`src/rtl/pulse_pkg.sv`:
```
// Shared mode encodings and bus-slicing helper for the pulse_bank channels.
package pulse_pkg;

  localparam logic MODE_PERIODIC = 1'b0;
  localparam logic MODE_ONESHOT  = 1'b1;

  function automatic int chan_lo(input int k, input int width);
    return k * width;
  endfunction

endpackage

```
`src/rtl/pulse_chan.sv`:
```
// One strobe channel: periodic or one-shot divider with shadowed, glitch-free reload.
// Registered outputs; a pending config lands only while idle or on the wrap edge.
module pulse_chan
  import pulse_pkg::*;
#(
  parameter int   WIDTH        = 16,
  parameter int   DEFAULT_DIV  = 10,
  parameter logic DEFAULT_MODE = MODE_PERIODIC
) (
  input  logic             clk,
  input  logic             rst_n,
  input  logic             en,
  input  logic             load,
  input  logic [WIDTH-1:0] new_div,
  input  logic             new_mode,
  input  logic             trig,
  output logic             pulse,
  output logic             busy
);

  logic [WIDTH-1:0] div, div_nxt, sh_div, sh_div_nxt, cnt, cnt_nxt;
  logic             mode, mode_nxt, sh_mode, sh_mode_nxt;
  logic             pend, pend_nxt, run, run_nxt, pulse_nxt, busy_nxt;
  logic             wrap;

  assign wrap = en && run && (div != '0) && (cnt == div - WIDTH'(1));

  always_comb begin
    cnt_nxt     = cnt;
    run_nxt     = run;
    pulse_nxt   = 1'b0;
    busy_nxt    = busy;
    div_nxt     = div;
    mode_nxt    = mode;
    sh_div_nxt  = sh_div;
    sh_mode_nxt = sh_mode;
    pend_nxt    = pend;

    if (!en) begin
      cnt_nxt  = '0;
      run_nxt  = 1'b0;
      busy_nxt = 1'b0;
    end else if (run) begin
      if (wrap) begin
        cnt_nxt   = '0;
        pulse_nxt = 1'b1;
        if (mode == MODE_ONESHOT) begin
          run_nxt  = 1'b0;
          busy_nxt = 1'b0;
        end
      end else begin
        cnt_nxt = cnt + WIDTH'(1);
      end
    end else if (div != '0) begin
      if (mode == MODE_PERIODIC) begin
        run_nxt = 1'b1;
        cnt_nxt = '0;
      end else if (trig) begin
        run_nxt  = 1'b1;
        cnt_nxt  = '0;
        busy_nxt = 1'b1;
      end
    end

    // A mode change or zero divider cancels whatever the old config just started.
    if (pend && (!en || !run || wrap)) begin
      div_nxt  = sh_div;
      mode_nxt = sh_mode;
      pend_nxt = 1'b0;
      if (sh_div == '0 || sh_mode != mode) begin
        run_nxt  = 1'b0;
        busy_nxt = 1'b0;
      end
    end

    if (load) begin
      sh_div_nxt  = new_div;
      sh_mode_nxt = new_mode;
      pend_nxt    = 1'b1;
    end
  end

  always_ff @(posedge clk) begin
    if (!rst_n) begin
      div     <= WIDTH'(DEFAULT_DIV);
      mode    <= DEFAULT_MODE;
      sh_div  <= WIDTH'(DEFAULT_DIV);
      sh_mode <= DEFAULT_MODE;
      pend    <= 1'b0;
      cnt     <= '0;
      run     <= 1'b0;
      pulse   <= 1'b0;
      busy    <= 1'b0;
    end else begin
      div     <= div_nxt;
      mode    <= mode_nxt;
      sh_div  <= sh_div_nxt;
      sh_mode <= sh_mode_nxt;
      pend    <= pend_nxt;
      cnt     <= cnt_nxt;
      run     <= run_nxt;
      pulse   <= pulse_nxt;
      busy    <= busy_nxt;
    end
  end

endmodule

```
`src/rtl/pulse_bank.sv`:
```
// Bank of independent programmable pulse generators on one clock.
// One pulse_chan per channel; outputs registered, no flow control.
module pulse_bank
  import pulse_pkg::*;
#(
  parameter int CHANNELS     = 4,
  parameter int WIDTH        = 16,
  parameter int DEFAULT_DIV  = 10,
  parameter int DEFAULT_MODE = 0
) (
  input  logic                      CLK_IN,
  input  logic                      RST_N,
  input  logic [CHANNELS-1:0]       EN_IN,
  input  logic [CHANNELS-1:0]       LOAD_IN,
  input  logic [CHANNELS*WIDTH-1:0] DIV_IN,
  input  logic [CHANNELS-1:0]       MODE_IN,
  input  logic [CHANNELS-1:0]       TRIG_IN,
  output logic [CHANNELS-1:0]       PULSE_OUT,
  output logic [CHANNELS-1:0]       BUSY_OUT
);

  for (genvar k = 0; k < CHANNELS; k++) begin : g_chan
    pulse_chan #(
      .WIDTH       (WIDTH),
      .DEFAULT_DIV (DEFAULT_DIV),
      .DEFAULT_MODE(1'(DEFAULT_MODE))
    ) u_chan (
      .clk     (CLK_IN),
      .rst_n   (RST_N),
      .en      (EN_IN[k]),
      .load    (LOAD_IN[k]),
      .new_div (DIV_IN[chan_lo(k, WIDTH) +: WIDTH]),
      .new_mode(MODE_IN[k]),
      .trig    (TRIG_IN[k]),
      .pulse   (PULSE_OUT[k]),
      .busy    (BUSY_OUT[k])
    );
  end

endmodule
```
`config.mk`:
```
export PLATFORM = sky130hd
export DESIGN_NAME = pulse_bank
export DESIGN_NICKNAME = d
export VERILOG_FILES = /design/src/rtl/pulse_pkg.sv /design/src/rtl/pulse_chan.sv /design/src/rtl/pulse_bank.sv
export SDC_FILE = /design/constraint.sdc
export NUM_CORES = 1
export LEC_CHECK = 0
export ABC_AREA = 1
export CAP_MARGIN = 15
export CORE_UTILIZATION = 43
export DETAILED_ROUTE_END_ITERATION = 6
export GPL_TIMING_DRIVEN = 0
export SETUP_SLACK_MARGIN = 0.4
export SLEW_MARGIN = 20
export SYNTH_ARGS = -nofsm -noshare
export SYNTH_HDL_FRONTEND = slang
export SYNTH_SLANG_ARGS = --single-unit
```
`constraint.sdc`:
```
create_clock -name CLK_IN -period 6.3 [get_ports CLK_IN]
set_input_delay 0.945 -clock CLK_IN [delete_from_list [all_inputs] [get_ports CLK_IN]]
set_output_delay 0.945 -clock CLK_IN [all_outputs]
set_load 0.01 [all_outputs]
```
==> summary.md <==
| Metric | Value |
|---|---|
| Status | `finished, violations left` |
| Violated checks | `design-rule violations` |
| Die height | `173.0 um` |
| Clock Tree Root | `clkbuf_16` |
| Sequential power share | `43.5%` |
| Max clock buf depth | `3` |
| Maximum clock frequency | `314.4 MHz` |
| Worst Path Arrival | `3.65 ns` |
| Via/cell ratio | `5.046` |
| Vias in the first global route | `11430` |
| CP required | `6.77 ns` |
| Synth area leaders | `dfxtp_1, nand2_1, nand3_1, nor2_1, inv_1` |
| Pint | `2.457 mW` |
| Die width | `173.0 um` |
| Io pins | `90` |
| YS warnings | `0` |
| CTS-repair resized insts | `0` |
| Slowest stage cell, crit path | `clkdlybuf4s50_1` |
| DRT antenna net count | `0` |
| Switching Power | `0.9780 mW` |
| Number of setup buffers added after CTS | `0` |
| Net Sw Frac | `28.48%` |
| Syn Nets | `2025` |
| Htree depth | `1` |
| Storage element area | `0.004324 mm2` |
| Area of the die | `0.02993 mm2` |
| Hold-fix buffers, CTS | `0` |
| Core area | `0.02870 mm2` |
| DRT iter0 DRCs | `839` |
| Remaining DRCs | `5` |
| PortBufs | `89` |
| Starting density of the core | `43.80%` |
| Sequential share of the synthesized area | `34.39%` |
| Clock power frac | `41.2%` |
| Clock Latency Late Sink | `0.54 ns` |
| Nets | `2141` |
| Final WL | `34990 um` |
| Share of total power in combinational logic | `15.3%` |
| GRT overflow | `0` |
| Max-Cap Viols | `0` |
| Mapped Cells | `1931` |
| DP HPWL | `27550 um` |
| Num CTS Buffers | `25` |
| Yosys top cell area share | `34.39%` |
| GP Congestion | `0.9257` |
| Largest net degree at the start of global routing | `14` |
| Power Total | `3.435 mW` |
| GR Util All Layers | `23.23%` |
| Crit end category | `flop` |
| Max Fanout on Critical Path | `10` |
| Vias | `12360` |
| Synth unique cells | `40` |
| Setup Skew | `0.01731 ns` |
| Yosys reg bits | `216` |
| Syn avg cell area | `6.511 um2` |
| Slew Viols, Final | `0` |
| Power Density | `233.2 mW/mm2` |
| Crit Path Category | `in -> reg` |
| Netlist Area Pre-Place | `0.01257 mm2` |
| Final setup vio count | `0` |
| Placement Rows | `62` |
| TNS Setup | `0 ns` |
| Hold Vio Cnt, Final | `0` |
| RSZ-0062 raised after global routing | `no` |
| Cell accounting for the most synthesized area | `dfxtp_1` |
| Drt pass-1 iters | `7` |
| Ant diodes | `0` |
| CTS clk-pin slew, worst paths | `0.06 ns` |
| First-pass GRT wire length | `57370 um` |
| Layout cells sized above 1 | `5.036%` |
| Min Tclk post-route | `3.180 ns` |
| CTS tree | `yes` |
| Initial antenna violation count | `0` |
| Area added between synthesis and finish | `17.17%` |
| Crit path largest cell delay | `0.94 ns` |
| Cell mode on critical path | `clkbuf_1` |
| Leak | `6.397 nW` |
| VDD IR max | `0.1885 mV` |
| # clock sinks | `216` |
| Multi-input gate area | `0.006957 mm2` |
| Crit-path cells | `clkdlybuf4s50_1, clkbuf_1, clkbuf_1, buf_1, nand2_1, nor2_1` |
| Worst Setup Start Kind | `primary input` |
| Worst min-delay path class | `reg -> reg` |
| Wirelength per Cell | `14.29 um` |
| Max-slew headroom | `51.74%` |
| Final worst path period share | `50.48%` |
| Slew @ Worst Pin | `0.7217 ns` |
| FILL cells | `2955` |
## critical path, delay by kind of cell
| kind | cells | cell delay [ns] |
|---|---|---|
| buffers and inverters | 4 | 2.45 |
| AND/OR/NAND/NOR | 2 | 0.26 |
## cell type report
type                    instances  share of cell area (%)
clock buffers                  31                   4.400
clock inverters                14                  0.9428
multi-input cells            1400                   47.23
flip-flops and latches        216                   29.36
well taps                     384                   3.262
inverters                     241                   6.141
repair buffers                 89                   6.048
plain buffers                  74                   2.625
## layer usage
| metal | routed length [um] | vias to the layer above | track usage, % |
|---|---|---|---|
| li1 | - | 6469 | - |
| met1 | 16940 | 5590 | 31.87 |
| met2 | 15690 | 257 | 38.29 |
| met3 | 1584 | 42 | 3.100 |
| met4 | 776 | 0 | 6.010 |
| met5 | 0 | - | 0 |
## kinds of logic (layout without fill, tap and decap cells)
family,after synthesis,in the layout,share of synthesized area [%]
simple gates,993,993,34.49
compound gates,291,291,12.40
flops,216,216,34.39
xor+xnor,104,104,7.245
fa+ha+maj,12,12,1.194
buf+inv,315,449,10.27
## registers in the layout, indices dropped and copies added, names as in the netlist
| signal | count |
|---|---|
| g_chan.u_chan.cnt | 64 |
| g_chan.u_chan.run | 4 |
| g_chan.u_chan.sh_div | 64 |
| g_chan.u_chan.sh_mode | 4 |
| g_chan.u_chan.pulse | 4 |
| g_chan.u_chan.mode | 4 |
| g_chan.u_chan.pend | 4 |
| g_chan.u_chan.busy | 4 |
| g_chan.u_chan.div | 64 |
## cells in the final DEF, fill, tap and decap left out, drive strengths merged
master / count
o211ai: 3
nor3b: 2
o311ai: 1
nand3b: 10
xor2: 73
clkbuf: 69
nand4: 34
or2: 7
xnor2: 31
clkinv: 7
clkinvlp: 3
ha: 12
nor3: 26
inv: 243
clkdlybuf4s50: 89
nor2b: 1
nor4: 14
o22ai: 36
a21o: 3
o21ai: 89
bufinv: 2
nand3: 193
buf: 36
a41oi: 3
o21bai: 8
nand2: 447
a21oi: 147
nor2: 259
dfxtp: 216
o41ai: 1
## power by group through the flow
stage	Sequential (mW)	Clock, mW	Combinational (mW)
2_1_floorplan	1.50	0	0.367
3_3_place_gp	1.52	0	0.515
3_5_place_dp	1.52	0	0.520
4_1_cts	1.49	1.45	0.523
5_1_grt	1.50	1.50	0.596
6_report	1.50	1.41	0.525
## final timing paths
path	startpoint	end	slack, ns	cells after the start
worst max-delay path	RST_N	g_chan[1].u_chan.div[0]	3.12	6
worst min-delay path	g_chan[0].u_chan.div[1]	g_chan[0].u_chan.div[1]	0.47	2
worst max register to register	g_chan[0].u_chan.div[0]	g_chan[0].u_chan.div[9]	3.72	16
worst min register to register	g_chan[0].u_chan.div[1]	g_chan[0].u_chan.div[1]	0.47	2
## synthesized netlist by cell type, drive strengths merged
| cell type | number |
|---|---|
| or2 | 7 |
| o21ai | 89 |
| o41ai | 1 |
| nand4 | 34 |
| xor2 | 73 |
| nand3b | 10 |
| a21oi | 147 |
| nor2 | 259 |
| clkbuf | 38 |
| nor3 | 26 |
| nor2b | 1 |
| a41oi | 3 |
| o22ai | 36 |
| buf | 36 |
| nor3b | 2 |
| o311ai | 1 |
| nand2 | 447 |
| nor4 | 14 |
| xnor2 | 31 |
| o21bai | 8 |
| o211ai | 3 |
| dfxtp | 216 |
| a21o | 3 |
| ha | 12 |
| inv | 241 |
| nand3 | 193 |
## metrics by stage
step / util, % / std cells / setup WS, ns / area (um2) / hold slack (ns)
floorplan: - / 1931 / 4.027 / 12570 / 0.4289
global placement: 48.58 / 2404 / 2.655 / 13940 / 0.4491
detailed placement: 48.58 / 2404 / 2.620 / 13940 / 0.4552
CTS: 51.32 / 2449 / 3.182 / 14730 / 0.4696
global route: 51.32 / 2449 / 3.021 / 14730 / 0.4961
finish: 51.32 / 2449 / 3.120 / 14730 / 0.4720
Note: power is estimated with default switching activity, not from simulation.
